File: src/rtl/dma_buf_fifo.sv
// Byte-granular circular FIFO between the peripheral-side and memory-side ports of a DMA channel.
// Every write and every read carries its own size, so data is packed and unpacked between
// mismatched bus widths. The block also gives a fill-threshold flag, a flush, and error pulses.
module dma_buf_fifo #(
  parameter int unsigned wbus  = 32,
  parameter int unsigned DEPTH = 4
) (
  input  logic                              i_clk,
  input  logic                              i_nreset,
  input  logic [wbus-1:0]                   i_wdata,
  input  logic [1:0]                        i_wsize,
  input  logic                              i_put,
  input  logic [1:0]                        i_rsize,
  input  logic                              i_pull,
  input  logic                              i_flush,
  input  logic [1:0]                        i_fth,
  output logic [wbus-1:0]                   o_rdata,
  output logic [$clog2(DEPTH*wbus/8):0]     o_count,
  output logic                              o_empty,
  output logic                              o_full,
  output logic                              o_thr,
  output logic                              o_ovf,
  output logic                              o_udf
);

  localparam int unsigned BYTES = wbus / 8;
  localparam int unsigned CAP   = DEPTH * BYTES;
  localparam int unsigned AW    = $clog2(CAP);
  localparam int unsigned CW    = AW + 1;
  // Extra headroom so transfer sizes up to 8 bytes never overflow in the comparisons.
  localparam int unsigned EW    = CW + 4;
  localparam int unsigned MAXSZ = $clog2(BYTES);

  if (!(wbus == 8 || wbus == 16 || wbus == 32 || wbus == 64)) begin : g_bad_wbus
    $error("dma_buf_fifo: wbus must be 8, 16, 32 or 64");
  end
  if (CAP < 4 || (CAP & (CAP - 1)) != 0) begin : g_bad_cap
    $error("dma_buf_fifo: capacity in bytes must be a power of two and at least 4");
  end

  logic [7:0]    mem_q [CAP];
  logic [AW-1:0] wptr_q, rptr_q;
  logic [CW-1:0] count_q, count_d;
  logic          ovf_q, udf_q;

  logic [EW-1:0] nw, nr, count_e, free_e, thr_e;
  logic          wlegal, rlegal, put_acc, pull_acc;

  // Decode transfer sizes and judge both requests against the pre-edge count.
  always_comb begin
    wlegal   = 32'(i_wsize) <= MAXSZ;
    rlegal   = 32'(i_rsize) <= MAXSZ;
    nw       = EW'(1) << i_wsize;
    nr       = EW'(1) << i_rsize;
    count_e  = EW'(count_q);
    free_e   = EW'(CAP) - count_e;
    put_acc  = i_put && wlegal && (nw <= free_e);
    pull_acc = i_pull && rlegal && (nr <= count_e);
    count_d  = CW'(count_e + (put_acc ? nw : '0) - (pull_acc ? nr : '0));
  end

  // Storage, pointers, count and error pulses; flush overrides any request in the same cycle.
  always_ff @(posedge i_clk or negedge i_nreset) begin
    if (!i_nreset) begin
      for (int i = 0; i < int'(CAP); i++) mem_q[i] <= '0;
      wptr_q  <= '0;
      rptr_q  <= '0;
      count_q <= '0;
      ovf_q   <= 1'b0;
      udf_q   <= 1'b0;
    end else if (i_flush) begin
      wptr_q  <= '0;
      rptr_q  <= '0;
      count_q <= '0;
      ovf_q   <= 1'b0;
      udf_q   <= 1'b0;
    end else begin
      if (put_acc) begin
        for (int k = 0; k < int'(BYTES); k++) begin
          if (EW'(k) < nw) mem_q[wptr_q + AW'(k)] <= i_wdata[8*k +: 8];
        end
        wptr_q <= wptr_q + AW'(nw);
      end
      if (pull_acc) rptr_q <= rptr_q + AW'(nr);
      count_q <= count_d;
      ovf_q   <= i_put && !put_acc;
      udf_q   <= i_pull && !pull_acc;
    end
  end

  // Little-endian read view from the read pointer; bytes beyond the read size are zero.
  always_comb begin
    o_rdata = '0;
    for (int k = 0; k < int'(BYTES); k++) begin
      if (EW'(k) < nr) o_rdata[8*k +: 8] = mem_q[rptr_q + AW'(k)];
    end
  end

  // Status flags come from the count register only.
  always_comb begin
    thr_e   = EW'((32'(i_fth) + 32'd1) * (CAP / 4));
    o_count = count_q;
    o_empty = (count_q == '0);
    o_full  = (count_e == EW'(CAP));
    o_thr   = (count_e >= thr_e);
    o_ovf   = ovf_q;
    o_udf   = udf_q;
  end

endmodule

File: config.mk
export PLATFORM = sky130hd
export DESIGN_NAME = dma_buf_fifo
export DESIGN_NICKNAME = d
export VERILOG_FILES = /design/src/rtl/dma_buf_fifo.sv
export SDC_FILE = /design/constraint.sdc
export NUM_CORES = 1
export LEC_CHECK = 0
export BUFFER_PORTS_ARGS = -buffer_cell sky130_fd_sc_hd__buf_2
export CAP_MARGIN = 25
export CELL_PAD_IN_SITES_DETAIL_PLACEMENT = 0
export CELL_PAD_IN_SITES_GLOBAL_PLACEMENT = 2
export CORE_ASPECT_RATIO = 0.5
export CORE_MARGIN = 2
export CORE_UTILIZATION = 36
export DETAILED_ROUTE_END_ITERATION = 7
export PLACE_DENSITY = 0.87
export SETUP_SLACK_MARGIN = 0.15
export SLEW_MARGIN = 10
export SYNTH_ARGS = -nofsm -noshare
export SYNTH_HDL_FRONTEND = slang
export SYNTH_SLANG_ARGS = --single-unit
File: constraint.sdc
create_clock -name i_clk -period 3.5 [get_ports i_clk]
set_input_delay 0 -clock i_clk [delete_from_list [all_inputs] [get_ports i_clk]]
set_output_delay 0 -clock i_clk [all_outputs]
set_load 0.05 [all_outputs]
==> results of run 1 <==
worst min-delay path, stage by stage:
cell	delay (ns)
buf_2	0.20
nand2_1	0.21
a21oi_1	0.09
cell usage after synthesis (56+ instances only):
| cell type | instances | area share [%] |
|---|---|---|
| nand2_1 | 75 | 1.7 |
| o31ai_1 | 125 | 5.6 |
| nor2_1 | 148 | 3.3 |
| nor3_1 | 68 | 2.0 |
| a211oi_1 | 262 | 12 |
| dfrtp_1 | 143 | 21 |
| mux4_2 | 128 | 17 |
| clkbuf_1 | 117 | 2.6 |
| o21ai_0 | 129 | 3.9 |
| mux2i_1 | 147 | 8.8 |
| buf_2 | 76 | 2.3 |
| nor4_1 | 56 | 2.1 |
per-stage QoR:
stage / setup TNS [ns] / hold WS [ns] / total power, mW / area (um2) / utilization [%]
floorplan: -0.0390 / -0.296 / 9.03 / 16800 / -
global placement: 0 / 0.121 / 11.4 / 17700 / 38.8
detailed placement: 0 / 0.129 / 11.5 / 17700 / 38.8
CTS: 0 / 0.0659 / 13.7 / 18400 / 40.4
global route: 0 / 0.105 / 14.7 / 18600 / 40.8
finish: 0 / 0.0960 / 14.0 / 18600 / 40.8
registers in the layout, summed over array words and instances, names as in the netlist:
signal	count
o_ovf	1
wptr_q	4
o_udf	1
rptr_q	4
o_count	5
mem_q	128
repair_timing:
| action | CTS | global route |
|---|---|---|
| setup buffers | 4 | 5 |
| resized for setup | 4 | 9 |
| endpoints found under the setup margin | 8 | 9 |
| hold endpoints to repair | 88 | 0 |
| gates cloned | 0 | 1 |
| hold buffers | 4 | 0 |
| pin swaps | 2 | 3 |
power by group through the flow:
stage          sequential (mW)  clock [mW]  combinational, mW
3_5_place_dp              3.49           0               8.06
2_1_floorplan             2.84           0               6.19
6_report                  3.61        2.10               8.33
5_1_grt                   3.63        2.17               8.89
4_1_cts                   3.46        2.10               8.12
3_3_place_gp              3.45           0               7.96
area by class of cell:
class / count / share of cell area [%]
timing repair buffer: 187 / 7.13
antenna: 1 / 0.0135
multi-input combinational: 1428 / 65.4
tap: 627 / 4.23
sequential: 143 / 19.4
clock inverter: 15 / 1.09
inverter: 25 / 0.519
clock buffer: 17 / 2.29
path summary, 6_finish.rpt:
check                            from          to  slack (ns)  cells past startpoint
setup / recovery           o_count[0]  o_count[4]        0.21                     20
hold / removal             i_wsize[0]       o_ovf         0.1                      3
setup reg to reg           o_count[0]  o_count[4]        0.21                     20
hold reg to reg             mem_q[34]   mem_q[34]        0.63                      2
max in group asynchronous    i_nreset   mem_q[91]        2.40                      3
min in group asynchronous    i_nreset   mem_q[40]        0.14                      2
kinds of logic (layout without fill, tap and decap cells):
logic type,after synthesis,in the layout
DFF,143,143
buffers and inverters,273,244
and+or+nand+nor,517,517
muxes,275,275
adders and majority gates,38,38
other,2,3
xor gates and xnor gates,16,16
AOI/OAI and AO/OA,580,580
routing by layer:
layer | GRT usage [%] | up-vias
li1 | - | 7147
met5 | 0 | -
met2 | 43.3 | 1331
met1 | 44.2 | 8369
met4 | 12.4 | 2
met3 | 13.2 | 218
==> summary.txt, run 1 <==
Flow run
  – Max-cap violation count: 0

CTS
  – Clock latency on the worst-skew pair: 0.47 ns
  – TritonCTS Buffers: 17
  – CTS clk-pin slew, worst paths: 0.07 ns
  – CTS tree: yes
  – CTS H-tree depth: 4
  – CTS root buffer: clkbuf_16
  – Longest Clk Path Bufs: 2
  – Sink Count: 143

STA
  – Max transition margin: 31.3%
  – Min cycle time layout: 3.29 ns
  – RSZ-0062 raised after global routing: yes
  – Final hold violation count: 0
  – Final Cycle Share: 94.1%
  – Worst Clk Skew: 0.0151 ns
  – Max Transition Viols Final: 0
  – Slew @ Worst Pin: 1.02 ns
  – Setup violators final: 0
  – Final worst setup slack: 0.207 ns
  – FMAX: 304 MHz

Power and ir drop
  – Clock power frac: 14.9%
  – Int Power: 6.82 mW
  – Worst vdd ir: 0.502 mV
  – Static leakage: 7.44 nW
  – Sw Ratio: 51.4%
  – P_sw: 7.22 mW
  – Combinational share of power: 59.4%
  – Register share of total power: 25.7%
  – Power Density: 757 nW/um2

Yosys
  – Sequential area share after synthesis: 21.5%
  – Multiplexer share of the synthesized area: 26.1%
  – Synth async-reset ratio: 100%
  – Syn Nets: 1925
  – Synth cell types: 64
  – Xor and xnor area share after synthesis: 0.930%
  – Adder-cell share of the synthesized area: 3.12%
  – Warnings, synthesis: 0
  – EDFF count, synth: 0
  – Syn Area/Cell: 9.05 um2
  – Post-Synth Simple-Gate Area: 16.6%
  – Main combinational cell family by area after synthesis: multiplexers
  – Synth Area in Compound Gates: 24.3%
  – Synthesized area: 16700 um2
  – Mapped Cells: 1844
  – Count of state elements after synthesis: 143
  – Ys flop type: dfrtp_1

Finish
  – Nets: 1883
  – Fillers: 4526
  – Layout area overhead: 11.2%
  – Area of the multi-input gates: 12100 um2
  – Commonest non-fill, non-tap cell in the layout: a211oi_1
  – Share of cells above drive strength 1: 24.1%
  – Most frequent cells in the layout: a211oi_1, nor2_1, mux2i_1, dfrtp_1, o21ai_0
  – Register area: 3590 um2
  – Final std cells w/o fill: 2443

GRT
  – GRT overflow: 0
  – Antenna violations before repair: 2
  – Vias in the first global route: 16000
  – First-pass GRT wire length: 113000 um
  – Largest net degree at the start of global routing: 133
  – Total Routing Usage GR: 31.8%

Routing
  – Routed wl met3: 12000 um
  – Final ANT Viol Nets: 0
  – Top routing layer used: met5
  – Initial DRC Count: 2592
  – Vias per cell: 6.99
  – Met2 wire len: 30300 um
  – Post-DR wirelength/cell: 31.4 um
  – Met1 Routed Length: 31100 um
  – Residual DRC: 0
  – Post-Route WL: 76700 um
  – DR vias: 17100
  – Drt pass-1 iters: 6

Critical path
  – Startpoint types: register
  – CP bufs+invs: 6
  – CP arrival: 3.64 ns
  – Req. time, crit path: 3.85 ns
  – Worst-path cell chain: inv_2, ha_4, inv_2, ha_4, nor2b_1, o211ai_1, buf_4, a221oi_4, nor2_4, nand2_1, ha_1, inv_1, ha_2, inv_2, fa_2, inv_1, a21o_1, a21oi_2, xnor2_1, nor2_1
  – CP delay by family, top: adder cells
  – Crit path kind: reg -> reg
  – Top cell by count, worst path: inv_2
  – Slowest stage delay, CP: 0.41 ns
  – Worst Setup End Kind: register
  – Critical path fanouts, max: 4
  – Crit-path slowest cell: dfrtp_2

Die
  – Core area: 45500 um2
  – Die Y: 156 um
  – Initial Util: 36.7%
  – Die X: 308 um
  – Core Rows: 55
  – Die ar.: 48200 um2
  – Number of I/O pins: 85

Placement
  – RePlAce Congestion: 0.970
  – Cell count after placement: 2389
  – Post-placement worst setup slack: 0.129 ns
  – I/O Buffers: 84
  – HPWL after detailed placement: 50700 um

Outcome
  – Status: finished clean

Worst hold path
  – Hold crit path type: in -> reg
Power figures use the tool's default switching activity.
==> inputs of run 2 (changes only) <==
- CORE_ASPECT_RATIO: 0.5 -> 2
- CORE_UTILIZATION: 36 -> 40
- PLACE_DENSITY: 0.87 -> 0.91
- clock period: 3.5 -> 3.6 ns (I/O delays scaled with it)
==> summary.txt, run 2 (synthesized netlist as in run 1, its figures left out) <==
Outcome
  – Status: finished clean (unchanged)

Critical path
  – CP arrival: 3.65 ns (was 3.64 ns)
  – RR Startpoint: o_count[1] (was o_count[0])
  – Worst Setup End Kind: register (unchanged)
  – Crit path kind: reg -> reg (unchanged)
  – Critical Path Source: o_count[1] (was o_count[0])
  – Critical path fanouts, max: 4 (unchanged)
  – Req. time, crit path: 3.94 ns (was 3.85 ns)
  – Startpoint types: register (unchanged)

CTS
  – CTS tree: yes (unchanged)
  – CTS clk-pin slew, worst paths: 0.07 ns (about the same)
  – Sink Count: 143 (unchanged)
  – CTS H-tree depth: 4 (unchanged)
  – TritonCTS Buffers: 17 (unchanged)
  – Clock latency on the worst-skew pair: 0.46 ns (was 0.47 ns)
  – Longest Clk Path Bufs: 2 (unchanged)
  – CTS root buffer: clkbuf_16 (unchanged)

Die
  – Die X: 148 um (was 308 um)
  – Core Rows: 105 (was 55)
  – Die ar.: 43500 um2 (was 48200 um2)
  – Initial Util: 40.6% (was 36.7%)
  – Core area: 41100 um2 (was 45500 um2)
  – Die Y: 293 um (was 156 um)
  – Number of I/O pins: 85 (unchanged)

STA
  – Slew @ Worst Pin: 1.06 ns (was 1.02 ns)
  – Final hold violation count: 0 (unchanged)
  – Final Cycle Share: 92.0% (was 94.1%)
  – RSZ-0062 raised after global routing: no (was yes)
  – Min cycle time layout: 3.31 ns (was 3.29 ns)
  – Worst Clk Skew: 0.0125 ns (was 0.0151 ns)
  – Max transition margin: 29.1% (was 31.3%)
  – FMAX: 302 MHz (was 304 MHz)
  – Max Transition Viols Final: 0 (unchanged)
  – Setup violators final: 0 (unchanged)
  – Hold Worst Slack: 0.0202 ns (was 0.0960 ns)
  – Final setup TNS: 0 ns (unchanged)

Finish
  – Nets: 1857 (was 1883)
  – Layout area overhead: 8.55% (was 11.2%)
  – Register area: 3590 um2 (about the same)
  – Ant diodes: 0 (was 1)
  – Share of cells above drive strength 1: 22.1% (was 24.1%)
  – Fillers: 3937 (was 4526)
  – Commonest non-fill, non-tap cell in the layout: a211oi_1 (unchanged)
  – Area of the multi-input gates: 12000 um2 (was 12100 um2)
  – Most frequent cells in the layout: a211oi_1, nor2_1, mux2i_1, dfrtp_1, o21ai_0 (unchanged)
  – Max reg flops: 128 (unchanged)
  – Reg with most FFs: mem_q (unchanged)
  – Post-layout util: 44.0% (was 40.8%)

Worst hold path
  – Hold Startpoint: i_wsize[0] (unchanged)
  – Hold crit path type: in -> reg (unchanged)

GRT
  – Antenna violations before repair: 3 (was 2)
  – Total Routing Usage GR: 39.4% (was 31.8%)
  – GRT overflow: 0 (unchanged)
  – Largest net degree at the start of global routing: 93 (was 133)
  – Vias in the first global route: 16900 (was 16000)
  – First-pass GRT wire length: 122000 um (was 113000 um)

Flow run
  – Max-cap violation count: 0 (unchanged)

Routing
  – DR vias: 17300 (was 17100)
  – Final ANT Viol Nets: 0 (unchanged)
  – Post-Route WL: 85900 um (was 76700 um)
  – Drt pass-1 iters: 5 (was 6)
  – Initial DRC Count: 2085 (was 2592)
  – Residual DRC: 0 (unchanged)
  – Vias per cell: 7.44 (was 6.99)
  – Post-DR wirelength/cell: 37.0 um (was 31.4 um)

Power and ir drop
  – Power Density: 764 nW/um2 (was 757 nW/um2)
  – Static leakage: 7.29 nW (was 7.44 nW)
  – Worst vdd ir: 0.509 mV (was 0.502 mV)
  – Power Total: 13.8 mW (was 14.0 mW)

Placement
  – I/O Buffers: 84 (unchanged)
  – RePlAce Congestion: 1.00 (was 0.970)
  – HPWL after detailed placement: 56200 um (was 50700 um)
-- run 2: cell count changes in the layout (fill, tap and decap cells not counted), moves of 3 or more --
| cell | change |
|---|---|
| inv_6 | -5 |
| clkbuf_8 | +5 |
| clkbuf_1 | +4 |
| a211oi_1 | +6 |
| buf_4 | -26 |
| buf_2 | -4 |
| buf_12 | +3 |
| a211oi_4 | -5 |
-- run 2: what timing repair did --
item                                    CTS  global route
pin swaps                                 0             2
endpoints found under the hold margin   105             0
hold buffers                              4             0
gates resized for setup                   1             5
endpoints found under the setup margin   52            67
setup buffers                             0             4
-- run 2: worst max-delay path, stage by stage (launching register included) --
cell	delay [ns]
dfrtp_2	0.42
inv_2	0.12
ha_4	0.21
inv_2	0.07
ha_4	0.20
nor2b_1	0.13
o211ai_1	0.17
buf_4	0.16
a221oi_4	0.07
nor2_4	0.15
nand2_2	0.07
fa_1	0.60
inv_1	0.06
ha_1	0.26
a21o_1	0.16
a21oi_2	0.13
xor2_1	0.15
nor2_1	0.05
-- run 2: path summary, 6_finish.rpt --
path	endpoint	slack, ns	cells past startpoint
setup / recovery	o_count[3]	0.29	17
hold / removal	o_ovf	0.02	3
setup reg to reg	o_count[3]	0.29	17
hold reg to reg	mem_q[20]	0.64	2
max in group asynchronous	mem_q[123]	2.50	3
min in group asynchronous	mem_q[14]	0.19	2
-- run 2: metal layers --
layer  vias to the layer above  wire (um)  part of all wire (%)  track usage, %
li1                       7068          -                     -               -
met5                         -         33                 0.038               0
met2                      1227      42000                    49            65.9
met3                       482       6880                   8.0            7.87
met4                         4      11400                    13            41.3
met1                      8491      25600                    30            38.9
-- run 2: metrics by stage --
step	cells	instance area, um2	worst slack [ns]
final	2323	18100	0.288
after floorplan	1844	16800	0.00494
after CTS	2314	18000	0.179
after detailed placement	2279	17400	0.0679
after global routing	2323	18100	0.122
after global placement	2277	17400	0.0698
-- run 2: area by class of cell --
| class | instances | area share, % |
|---|---|---|
| Tap cell | 535 | 3.70 |
| Multi-Input combinational cell | 1428 | 66.4 |
| Clock buffer | 26 | 2.81 |
| Sequential cell | 143 | 19.8 |
| Timing Repair Buffer | 161 | 6.32 |
| Clock inverter | 5 | 0.428 |
| Inverter | 25 | 0.518 |
-- run 2: where the power goes --
group | switching [mW] | internal [mW] | total [mW] | leakage (nW)
Clock | 0.784 | 1.11 | 1.89 | 0.286
Sequential | 1.78 | 2.13 | 3.91 | 1.88
Combinational | 4.71 | 3.32 | 8.03 | 5.12
Total | 7.28 | 6.55 | 13.8 | 7.29
